--- src/rtl/ms_slave_arbiter.sv ---
`default_nettype none
// ============================================================================
// Module   : ms_slave_arbiter
// Purpose  : Round-robin arbiter sharing one held-notify master channel
//            between two sync-flagged requesters, with xfer/drop counters.
// Revision : 1.0 - initial release
// ============================================================================
module ms_slave_arbiter #(
  parameter int CNT_W = 8
) (
  input  logic             clk,
  input  logic             rst,
  input  logic [31:0]      s_in,
  input  logic             s_in_sync,
  input  logic [31:0]      s_in2,
  input  logic             s_in2_sync,
  output logic [31:0]      m_out,
  output logic             m_out_notify,
  input  logic             m_out_sync,
  output logic [31:0]      shared_out,
  output logic             grant_src,
  output logic             busy,
  output logic [CNT_W-1:0] xfer_cnt,
  output logic [CNT_W-1:0] drop_cnt
);

  typedef enum logic [0:0] {
    section_idle = 1'b0,
    section_send = 1'b1
  } sections_t;

  localparam logic [CNT_W-1:0] C_CNT_MAX = '1;
  localparam logic [CNT_W:0]   C_SUM_MAX = {1'b0, C_CNT_MAX};

  sections_t        r_section;
  logic             r_prio;
  logic [31:0]      r_m_out;
  logic             r_m_out_notify;
  logic [31:0]      r_shared_out;
  logic             r_grant_src;
  logic [CNT_W-1:0] r_xfer_cnt;
  logic [CNT_W-1:0] r_drop_cnt;

  logic             w_any_req;
  logic             w_both_req;
  logic             w_grant_b;
  logic [31:0]      w_grant_data;
  logic [1:0]       w_drop_inc;
  logic [CNT_W:0]   w_drop_sum;
  logic [CNT_W-1:0] w_drop_next;

  assign w_any_req    = s_in_sync | s_in2_sync;
  assign w_both_req   = s_in_sync & s_in2_sync;
  // On a tie the favoured source wins; otherwise whichever side asked.
  assign w_grant_b    = w_both_req ? r_prio : s_in2_sync;
  assign w_grant_data = w_grant_b ? s_in2 : s_in;

  always_comb begin
    w_drop_inc = 2'd0;
    if (r_section == section_send)
      w_drop_inc = {1'b0, s_in_sync} + {1'b0, s_in2_sync};
    else if (w_both_req)
      w_drop_inc = 2'd1;
  end

  // One extra bit of headroom so the saturation test sees the true sum.
  assign w_drop_sum  = {1'b0, r_drop_cnt} + {{(CNT_W - 1){1'b0}}, w_drop_inc};
  assign w_drop_next = (w_drop_sum > C_SUM_MAX) ? C_CNT_MAX : w_drop_sum[CNT_W-1:0];

  always_ff @(posedge clk or posedge rst) begin
    if (rst) begin
      r_section      <= section_idle;
      r_prio         <= 1'b0;
      r_m_out        <= 32'd0;
      r_m_out_notify <= 1'b0;
      r_shared_out   <= 32'd0;
      r_grant_src    <= 1'b0;
      r_xfer_cnt     <= '0;
      r_drop_cnt     <= '0;
    end else begin
      r_drop_cnt <= w_drop_next;
      case (r_section)
        section_idle: begin
          if (w_any_req) begin
            r_m_out        <= w_grant_data;
            r_m_out_notify <= 1'b1;
            r_grant_src    <= w_grant_b;
            r_prio         <= ~w_grant_b;
            r_section      <= section_send;
          end
        end
        section_send: begin
          if (m_out_sync) begin
            r_m_out_notify <= 1'b0;
            r_shared_out   <= r_m_out;
            r_xfer_cnt     <= r_xfer_cnt + 1'b1;
            r_section      <= section_idle;
          end
        end
      endcase
    end
  end

  assign m_out        = r_m_out;
  assign m_out_notify = r_m_out_notify;
  assign shared_out   = r_shared_out;
  assign grant_src    = r_grant_src;
  assign busy         = (r_section == section_send);
  assign xfer_cnt     = r_xfer_cnt;
  assign drop_cnt     = r_drop_cnt;

endmodule
`default_nettype wire
--- config.mk ---
export PLATFORM = sky130hd
export DESIGN_NAME = ms_slave_arbiter
export DESIGN_NICKNAME = d
export VERILOG_FILES = /design/src/rtl/ms_slave_arbiter.sv
export SDC_FILE = /design/constraint.sdc
export NUM_CORES = 1
export LEC_CHECK = 0
export BUFFER_PORTS_ARGS = -buffer_cell sky130_fd_sc_hd__buf_4
export CORE_ASPECT_RATIO = 0.8
export CORE_MARGIN = 3
export CORE_UTILIZATION = 25
export DETAILED_ROUTE_END_ITERATION = 12
export GPL_TIMING_DRIVEN = 0
export PLACE_DENSITY_LB_ADDON = 0.05
export SLEW_MARGIN = 0
export SYNTH_ARGS = -nofsm -noshare
export SYNTH_HDL_FRONTEND = slang
export SYNTH_SLANG_ARGS = --single-unit
--- constraint.sdc ---
create_clock -name clk -period 4.3 [get_ports clk]
set_input_delay 0 -clock clk [delete_from_list [all_inputs] [get_ports clk]]
set_output_delay 0 -clock clk [all_outputs]
set_load 0.005 [all_outputs]
## Word level (Yosys, flattened, before mapping)

Index checks and enable logic that the tools add are counted.
W data, S select, Z words.

| word-level totals | value |
|---|---|
| flip-flop bits (word level) | 84 |
| logic and storage cells | 32 |
| input port bits | 69 |
| output and inout bits | 83 |

| cells by class | value |
|---|---|
| order comparisons | 1 |
| add/sub/neg operators | 3 |
| mux-type cells | 11 |
| reduce and logical (&&, ||, !) cells | 3 |
| equal/unequal tests | 2 |
| bitwise operators | 4 |

Operator list:

| operator | count |
|---|---|
| $mux W32 | 1 |
| $add A8 B2 Y9 | 1 |
| $gt A9 B8 Y1 const B | 1 |
| $add A8 B1 Y8 const B | 1 |
| $mux W8 | 1 |
| $mux W1 | 6 |
| $reduce_and A2 Y1 | 3 |
| $ne A2 B2 Y1 const B | 2 |
| $pmux W1 S2 | 2 |
| $add A1 B1 Y2 | 1 |
| $mux W2 | 1 |
| $not A1 Y1 | 2 |
| $and A1 B1 Y1 | 1 |
| $or A1 B1 Y1 | 1 |

## Logic depth before layout (Yosys ltp)

Gate-level depths: netlist of run 1.

| logic depth | value |
|---|---|
| word-level depth | 6 |
| gate-level depth with buffers | 8 |

## Worst setup path after synthesis of run 1

OpenSTA, ideal clock, no wires.

| timing | value |
|---|---|
| kind | reg2reg |
| start | register r_section (netlist: busy) |
| end | register r_drop_cnt[3] (netlist: drop_cnt[3]) |
| cell stages (with the launch flop) | 8 |
| path slack | 2352 ps |
| data arrival time | 1817 ps |
| cells stage by stage | dfrtp_1 -> buf_4 -> mux2_2 -> ha_1 -> fa_1 -> and4_1 -> nand4_1 -> nand3_1 |

| on the way | value |
|---|---|
| longest elaborated chain between the ends | 4 |

RTL lines:

| element | RTL line | source |
|---|---|---|
| start, declared | 35 | `sections_t r_section;` |
| start signal, assigned | 72 | `r_section <= section_idle;` |
| start signal, assigned | 89 | `r_section <= section_send;` |
| start signal, assigned | 97 | `r_section <= section_idle;` |
| $mux W2 (*) | 60 | `if (r_section == section_send)` |
| $add A8 B2 Y9 (*) | 67 | `assign w_drop_sum = {1'b0, r_drop_cnt} + {{(CNT_W - 1){1'b0}}, w_drop_inc};` |
| $gt A9 B8 Y1 | 68 | `assign w_drop_next = (w_drop_sum > C_SUM_MAX) ? C_CNT_MAX : w_drop_sum[CNT_W-1:0];` |
| $mux W8 (*) | 68 |  |
| via w_drop_next[3] | 50 | `logic [CNT_W-1:0] w_drop_next;` |
| end signal, assigned | 81 | `r_drop_cnt <= w_drop_next;` |
| end, declared | 42 | `logic [CNT_W-1:0] r_drop_cnt;` |

The timed path passes the listed nets; every way through them passes the cells marked *.
A chain may end at the register's enable or synchronous reset.

## Worst setup path in the final report of run 1

| timing | value |
|---|---|
| start | register r_section (netlist: busy) |
| end | register r_m_out[3] (netlist: m_out[3]) |

| on the way | value |
|---|---|
| longest elaborated chain between the ends | 2 |

RTL lines:

| element | RTL line | source |
|---|---|---|
| $not A1 Y1 (no line) | - |  |
| $reduce_and A2 Y1 (no line) | - |  |
| end signal, assigned | 85 | `r_m_out <= w_grant_data;` |
| end, declared | 37 | `logic [31:0] r_m_out;` |

Every way passes these cells.

==> results.json, run 1 <==
{
  "outcome": "complete, no violations",
  "leakage_nw": 2.98,
  "worst_pin_slew_ps": 640,
  "start_util_pct": 25.9,
  "clock_latency_ps": 340,
  "core_area_sq_um": 13700,
  "p_per_area_nw_per_um2": 517,
  "areaGrowthSynthToFinish_pct": 66.6,
  "drt-total-wl_microns": 11300,
  "cts_buffers": 9,
  "arrival_ps": 2610,
  "grtUsageTotal_pct": 14.7,
  "synthCells": 334,
  "dp_hpwl_microns": 7850,
  "placed_cell_area_sq_um": 4940,
  "hp-class": "primary input to flip-flop",
  "clock_sinks": 84,
  "use_met2_pct": 24.3,
  "fin_area_sq_um": 5920,
  "antennaDiodeCount": 0,
  "max-slew-margin-rel_pct": 57.3,
  "antenna_found_initial": 0,
  "io_buffers": 151,
  "grt_pass1_wl_microns": 18200,
  "synth-edff-count": 0,
  "drtIter0Drc": 107,
  "cts_resized": 0,
  "drtAntennaViolNets": 0,
  "synth.most_common_cell": "nand2_1",
  "yosys.area.top_type": "dfrtp_1",
  "critPathLaunchType": "flip-flop",
  "multi_input_area_sq_um": 1330,
  "slowest_delay_ps": 560,
  "synth-async-reset-ratio_pct": 100,
  "pin_count": 152,
  "cts_buffer_depth": 2,
  "synth_area_sq_um": 3550,
  "period_share_pct": 55.8,
  "htreeDepth": 3,
  "yosysUniqueCellTypes": 31,
  "drtPass1Iterations": 4,
  "place_congestion": 0.753,
  "yosys_register_bits": 84,
  "route.detailed.drc": 0,
  "rows": 38,
  "hold_path_startpoint": "m_out_sync",
  "ir_drop_mv": 0.217,
  "yosys-top-cells-area": "dfrtp_1 59%, nand2_1 11%, a221o_1 9.0%",
  "max_freq_mhz": 417,
  "rsz0062_at_grt": "no",
  "end_kind": "flip-flop",
  "die_w_microns": 139,
  "grtUsageMet3_pct": 4.47,
  "synth_nets": 409,
  "use_met1_pct": 18.5,
  "crit_fanout": 10,
  "hold_viol_final": 0,
  "wire_per_inst_microns": 15.1,
  "fillCellCount": 1371,
  "critPathKind": "flip-flop to flip-flop",
  "regToRegStartpoint": "busy",
  "synth_seq_area_share_pct": 59.1,
  "yosys-top-cells-count": "104 x nand2_1, 84 x dfrtp_1, 33 x nor2b_1",
  "cap_viol_max_count": 0,
  "via_per_inst": 4.38,
  "routed-via-count": 3270,
  "cts_root_buf": "clkbuf_16",
  "yosys_warnings": 0,
  "drv_slew": 0,
  "nets": 637,
  "clk_pin_slew_ps": 60,
  "drive_above_1_share_pct": 31.7,
  "critPathTopFamily": "buffers and inverters",
  "crit_buf_inv": 3,
  "crit_slowest_cell": "dlygate4sd3_1",
  "fp.dieH_microns": 113,
  "post-cts-setup-buffers": 0,
  "grt_overflow": 0,
  "fin_tns_setup_ps": 0,
  "cp_cell_sequence": "buf_4 > nor2_4 > clkbuf_1 > nor2b_1 > a221o_1 > dlygate4sd3_1",
  "cts_tree": "built",
  "synth_top_area_share_pct": 59.1,
  "grt_start_max_net_pins": 46,
  "cp_data_required_time_ps": 4510,
  "synth_area_per_cell_sq_um": 10.6,
  "cts_hold_buf": 65,
  "grt_pass1_vias": 3462,
  "setup_viol": 0,
  "grt_busiest_layer": "met2",
  "period_needed_ps": 2400,
  "clock_skew_ps": 7.71,
  "synth_flop_cell": "dfrtp_1",
  "ff_latch_area_sq_um": 2100,
  "cp-startpoint": "busy",
  "dieArea_sq_um": 15700
}
==> area by class of cell <==
type / count / share of cell area [%]
clock inverters: 5 / 1.42
multi-input cells: 225 / 22.4
well taps: 180 / 3.80
inverters: 6 / 0.423
repair buffers: 217 / 30.6
clock buffers: 11 / 4.10
plain buffers: 19 / 1.75
flip-flops and latches: 84 / 35.5
==> metal layers <==
layer	part of all wire [%]	vias to the layer above	wire (microns)
met1	44	1580	4990
met5	0	-	0
li1	-	1586	-
met2	48	87	5440
met3	6.1	17	687
met4	1.6	0	183
==> worst register-to-register path: stages (launching register included) <==
cell           delay, ps
dfrtp_1              390
buf_4                170
nor2_4               260
clkbuf_1             500
nor2b_1              100
a221o_1              280
dlygate4sd3_1        560
==> flip-flops by register name (all words and copies together) (netlist names) <==
name / count
m_out: 32
shared_out: 32
drop_cnt: 8
xfer_cnt: 8
busy: 1
grant_src: 1
m_out_notify: 1
r_prio: 1
==> cells in the final DEF, fill, tap and decap left out, types with 5 or more instances in the layout <==
master | synthesis | final
buf_4 | 1 | 152
nand2_1 | 104 | 104
dfrtp_1 | 84 | 84
dlygate4sd3_1 | 0 | 65
nor2b_1 | 33 | 33
a221o_1 | 32 | 32
clkbuf_1 | 9 | 10
clkbuf_16 | 0 | 9
xnor2_1 | 7 | 7
nor2_1 | 7 | 7
buf_2 | 5 | 5
nand4_1 | 5 | 5
inv_1 | 6 | 5
nand3_1 | 5 | 5
ha_1 | 5 | 5
==> cells by family after synthesis <==
kind of cell | share of synthesized area, %
AOI/OAI and AO/OA | 10.5
xor gates and xnor gates | 1.72
adders and majority gates | 2.32
buffers and inverters | 3.55
DFF | 59.1
muxes | 0.880
and+or+nand+nor | 21.9
==> stage by stage <==
step	power (mW)	hold WS [ps]	cells	util [%]	worst slack [ps]
after global placement	2.10	231	665	35.8	813
after global routing	3.27	180	747	43.1	1780
final	3.06	137	747	43.1	1900
after CTS	3.11	155	747	43.1	1890
after detailed placement	2.11	97.8	666	36.0	2160
after floorplan	1.56	145	334	-	2130
==> where the power goes <==
part / leakage (nW) / internal [mW] / switching [mW]
logic: 1.78 / 0.624 / 0.367
registers: 1.04 / 1.02 / 0.197
clock network: 0.152 / 0.527 / 0.323
==> final timing paths <==
path                             endpoint  slack [ps]  cells after the start
setup / recovery                 m_out[3]        1900                      6
hold / removal             shared_out[29]         140                      4
setup reg to reg                 m_out[3]        1900                      6
hold reg to reg               xfer_cnt[7]         470                      1
max in group asynchronous       m_out[22]        3400                      4
min in group asynchronous     drop_cnt[0]         270                      3
No activity file was read; power rests on OpenSTA's default activity.
==> run 2, diff against run 1 <==
Clock period 4.3 ns to 2.2 ns, I/O delays scaled along.
==> results.json, run 2 (same netlist as run 1, synthesis figures left out) <==
{
  "outcome": "complete, no violations",
  "io_buffers": 151,
  "fillCellCount": 1351,
  "clk_pin_slew_ps": 60,
  "pin_count": 152,
  "rows": 38,
  "use_met1_pct": 18.7,
  "cts_buffer_depth": 2,
  "r2r_cells": 7,
  "fp.dieH_microns": 113,
  "crit_fanout": 7,
  "cp_data_required_time_ps": 2410,
  "drv_slew": 0,
  "clock_sinks": 84,
  "min_path_cells": 4,
  "drtAntennaViolNets": 0,
  "route.detailed.drc": 0,
  "period_needed_ps": 2060,
  "nets": 638,
  "end_kind": "flip-flop",
  "grtUsageMet3_pct": 4.51,
  "grt_pass1_wl_microns": 18500,
  "finalPower_mw": 5.82,
  "worst_pin_slew_ps": 641,
  "cap_viol_max_count": 0,
  "final_common_cell": "buf_4",
  "cp_cell_sequence": "buf_6 > mux2_2 > ha_1 > fa_2 > and4_1 > nand4_1 > nand3_1",
  "grtUsageTotal_pct": 15.0,
  "ff_latch_area_sq_um": 2100,
  "routed-via-count": 3262,
  "crit_end": "drop_cnt[3]",
  "grt_busiest_layer": "met2",
  "wire_per_inst_microns": 15.4,
  "grt_pass1_vias": 3498,
  "cp-startpoint": "busy",
  "clock_skew_ps": 5.69,
  "die_w_microns": 139,
  "r2r-end": "drop_cnt[3]",
  "fin_util_pct": 43.2,
  "arrival_ps": 2270,
  "ir_drop_mv": 0.416,
  "antenna_found_initial": 0,
  "cp.depth": 7,
  "fin_area_sq_um": 5930,
  "start_util_pct": 25.9,
  "drtIter0Drc": 90,
  "layout_common_cells": "152 x buf_4, 104 x nand2_1, 84 x dfrtp_1",
  "max_freq_mhz": 485,
  "multi_input_area_sq_um": 1330,
  "hold_viol_final": 0,
  "use_met2_pct": 25.3,
  "crit_slowest_cell": "fa_2",
  "dp_hpwl_microns": 7850,
  "crit_buf_inv": 1,
  "max-slew-margin-rel_pct": 57.3,
  "setup_viol": 0,
  "clock_latency_ps": 340,
  "slowest_delay_ps": 380,
  "dieArea_sq_um": 15700,
  "cts_buffers": 9,
  "drive_above_1_share_pct": 32.0,
  "leakage_nw": 2.96,
  "critPathKind": "flip-flop to flip-flop",
  "drt-total-wl_microns": 11500,
  "areaGrowthSynthToFinish_pct": 66.9,
  "rsz0062_at_grt": "no",
  "antennaDiodeCount": 0,
  "grt_start_max_net_pins": 46,
  "period_share_pct": 93.8,
  "p_per_area_nw_per_um2": 982,
  "core_area_sq_um": 13700,
  "htreeDepth": 3,
  "regToRegStartpoint": "busy",
  "place_congestion": 0.753,
  "placed_cell_area_sq_um": 4940,
  "hp-class": "primary input to flip-flop",
  "via_per_inst": 4.36,
  "cts_root_buf": "clkbuf_16",
  "cts_tree": "built",
  "drtPass1Iterations": 4,
  "ff2ff_setup_slack_ps": 140,
  "critPathLaunchType": "flip-flop",
  "grt_overflow": 0,
  "critPathTopFamily": "adder cells"
}
[run 2: cell count changes in the layout (fill, tap and decap cells not counted)]
| cell | before | now |
|---|---|---|
| fa_1 | 1 | 0 |
| buf_6 | 3 | 4 |
| fa_2 | 0 | 1 |
[run 2: cell type report]
cell class,count,share of cell area (%)
repair buffers,218,30.7
inverters,6,0.422
plain buffers,19,1.81
clock buffers,11,4.09
multi-input cells,225,22.4
well taps,180,3.80
flip-flops and latches,84,35.4
clock inverters,5,1.41
[run 2: how the worst min path moves through the flow]
stage | from | to
global route | m_out_sync | xfer_cnt[0]
floorplan | s_in[12] | m_out[12]
CTS | m_out_sync | shared_out[29]
detailed placement | rst | drop_cnt[6]
finish | m_out_sync | shared_out[29]
global placement | s_in[23] | m_out[23]
[run 2: what timing repair did]
item	4_1_cts	5_1_grt
hold endpoints to repair	71	0
resized for setup	0	2
endpoints found under the setup margin	0	5
hold buffers	65	0
buffers inserted	0	1
[run 2: routing by layer]
metal	share of wire [%]	up-vias	wire length, microns
met5	0	-	0
met4	1.5	0	167
met3	5.8	15	663
met1	43	1574	5000
li1	-	1588	-
met2	49	85	5670
[run 2: metrics by stage]
| stage | std cells | setup slack (ps) | TNS, ps | hold WS (ps) |
|---|---|---|---|---|
| 6_report | 748 | 136 | 0 | 136 |
| 2_1_floorplan | 334 | 34.9 | 0 | 145 |
| 4_1_cts | 747 | 25.8 | 0 | 155 |
| 3_3_place_gp | 665 | -1290 | -107650 | 231 |
| 3_5_place_dp | 666 | 61.3 | 0 | 97.8 |
| 5_1_grt | 748 | 12.1 | 0 | 182 |
[run 2: worst min-delay path, delay by kind of cell]
family / cells / cell delay (ps)
simple gates: 3 / 340
buf+inv: 1 / 90
[run 2: report_power, final]
part	total, mW	internal [mW]	switching, mW
Sequential	2.38	1.99	0.386
Clock	1.66	1.03	0.626
Combinational	1.79	1.09	0.700
Total	5.82	4.11	1.71
==> run 3, diff against run 2 <==
Settings changed: CORE_MARGIN 3 to default, HOLD_SLACK_MARGIN from default to 0.15.
Clock period 2.2 ns to 2.05 ns, I/O delays scaled along.
==> results.json, run 3 (same netlist as run 1, synthesis figures left out) <==
{
  "io_buffers": 151,
  "cts_root_buf": "clkbuf_16",
  "fin_tns_setup_ps": 0,
  "setup_viol": 0,
  "multi_input_area_sq_um": 1350,
  "pin_count": 152,
  "areaGrowthSynthToFinish_pct": 67.8,
  "worst_pin_slew_ps": 640,
  "die_w_microns": 135,
  "final_common_cell": "buf_4",
  "p_int_mw": 4.26,
  "clock_latency_ps": 340,
  "start_util_pct": 26.0,
  "cts_buffer_depth": 2,
  "period_needed_ps": 1970,
  "clock_skew_ps": 5.33,
  "clk_pin_slew_ps": 60,
  "layout_common_cells": "154 x buf_4, 104 x nand2_1, 84 x dfrtp_1",
  "power.share.clock_pct": 26.2,
  "end_kind": "flip-flop",
  "grt_overflow": 0,
  "fp.dieH_microns": 109,
  "power.switching_mw": 1.86,
  "grtUsageTotal_pct": 15.7,
  "route.detailed.drc": 0,
  "max-slew-margin-rel_pct": 57.4,
  "pwr-share-seq_pct": 42.0,
  "routed-via-count": 3278,
  "fin_util_pct": 43.6,
  "outcome": "complete, no violations",
  "max_freq_mhz": 509,
  "period_share_pct": 95.9,
  "hold_viol_final": 0,
  "clock_sinks": 84,
  "fillCellCount": 1341,
  "antennaDiodeCount": 0,
  "grt_pass1_vias": 3267,
  "ir_drop_mv": 0.385,
  "ff_latch_area_sq_um": 2100,
  "drt-total-wl_microns": 11100,
  "drtAntennaViolNets": 0,
  "leakage_nw": 2.97,
  "place_congestion": 0.727,
  "pwr-share-comb_pct": 31.8,
  "p_per_area_nw_per_um2": 1030,
  "hp-class": "primary input to async pin",
  "p_sw_share_pct": 30.4,
  "cap_viol_max_count": 0,
  "cts_buffers": 9,
  "core_area_sq_um": 13700,
  "antenna_found_initial": 0,
  "dp_hpwl_microns": 7580,
  "via_per_inst": 4.36,
  "drtPass1Iterations": 4,
  "dieArea_sq_um": 14700,
  "critPathKind": "flip-flop to flip-flop",
  "cp_data_required_time_ps": 2270,
  "drv_slew": 0,
  "setup_ws_ps": 84.8,
  "rsz0062_at_grt": "no",
  "htreeDepth": 3,
  "rows": 38,
  "grt_pass1_wl_microns": 17200,
  "ff2ff_setup_slack_ps": 80,
  "drive_above_1_share_pct": 32.9,
  "drtIter0Drc": 127,
  "nets": 642,
  "arrival_ps": 2190,
  "wire_per_inst_microns": 14.8,
  "cts_tree": "built",
  "crit_fanout": 6,
  "critPathLaunchType": "flip-flop",
  "grt_start_max_net_pins": 39,
  "dp_slack_ps": -55.3
}
-- run 3: changes by cell type in the layout (fill, tap and decap cells not counted), moves of 2 or more --
cell	previous run	this run
clkinv_4	0	2
buf_12	0	2
clkbuf_8	1	3
buf_4	152	154
bufinv_16	2	0
-- run 3: cell type report --
cell class	count	area share, %
clock inverters	4	0.545
flip-flops and latches	84	35.2
well taps	180	3.78
repair buffers	222	31.1
plain buffers	19	1.80
clock buffers	12	4.47
inverters	6	0.441
multi-input cells	225	22.6
-- run 3: through the flow --
stage	std cells	power (mW)	area (sq um)	hold WS, ps
4_1_cts	749	6.20	5920	186
3_5_place_dp	667	4.41	4960	11.4
3_3_place_gp	665	4.38	4920	231
2_1_floorplan	334	3.27	3560	145
6_report	752	6.12	5960	199
5_1_grt	752	6.55	5960	204
-- run 3: path summary, 6_finish.rpt --
check | end | depth (start not counted) | from
max | drop_cnt[3] | 7 | busy
min reg2reg | shared_out[12] | 2 | shared_out[12]
max in group asynchronous | shared_out[3] | 4 | rst
min in group clk | busy | 4 | s_in2_sync
min | xfer_cnt[7] | 3 | rst
max reg2reg | drop_cnt[3] | 7 | busy
-- run 3: power by group through the flow --
stage,combinational (mW),sequential (mW),clock [mW]
5_1_grt,2.17,2.65,1.74
6_report,1.95,2.57,1.60
3_5_place_dp,1.82,2.58,0
2_1_floorplan,0.732,2.54,0
4_1_cts,1.95,2.57,1.67
3_3_place_gp,1.80,2.58,0
-- run 3: layer usage --
layer,part of all wire [%],global-route usage [%],vias to the layer above,wire length (microns)
li1,-,-,1600,-
met1,45,20.1,1581,5000
met2,48,25.0,86,5380
met3,5.5,5.16,11,614
met4,1.3,5.46,0,146
met5,0,0,-,0
-- run 3: worst max-delay path, stage by stage, from the launching register on --
cell and delay, ps:
dfrtp_1 390, buf_6 140, mux2_4 320, ha_4 170
fa_2 380, and4_4 170, nand4_1 190, nand3_1 100
-- run 3: what timing repair did --
action	4_1_cts	5_1_grt
endpoints found under the hold margin	118	0
pin swaps	1	2
hold buffers	66	0
cloned	0	0
buffers inserted	0	3
resized for setup	2	4
setup endpoints to repair	5	7
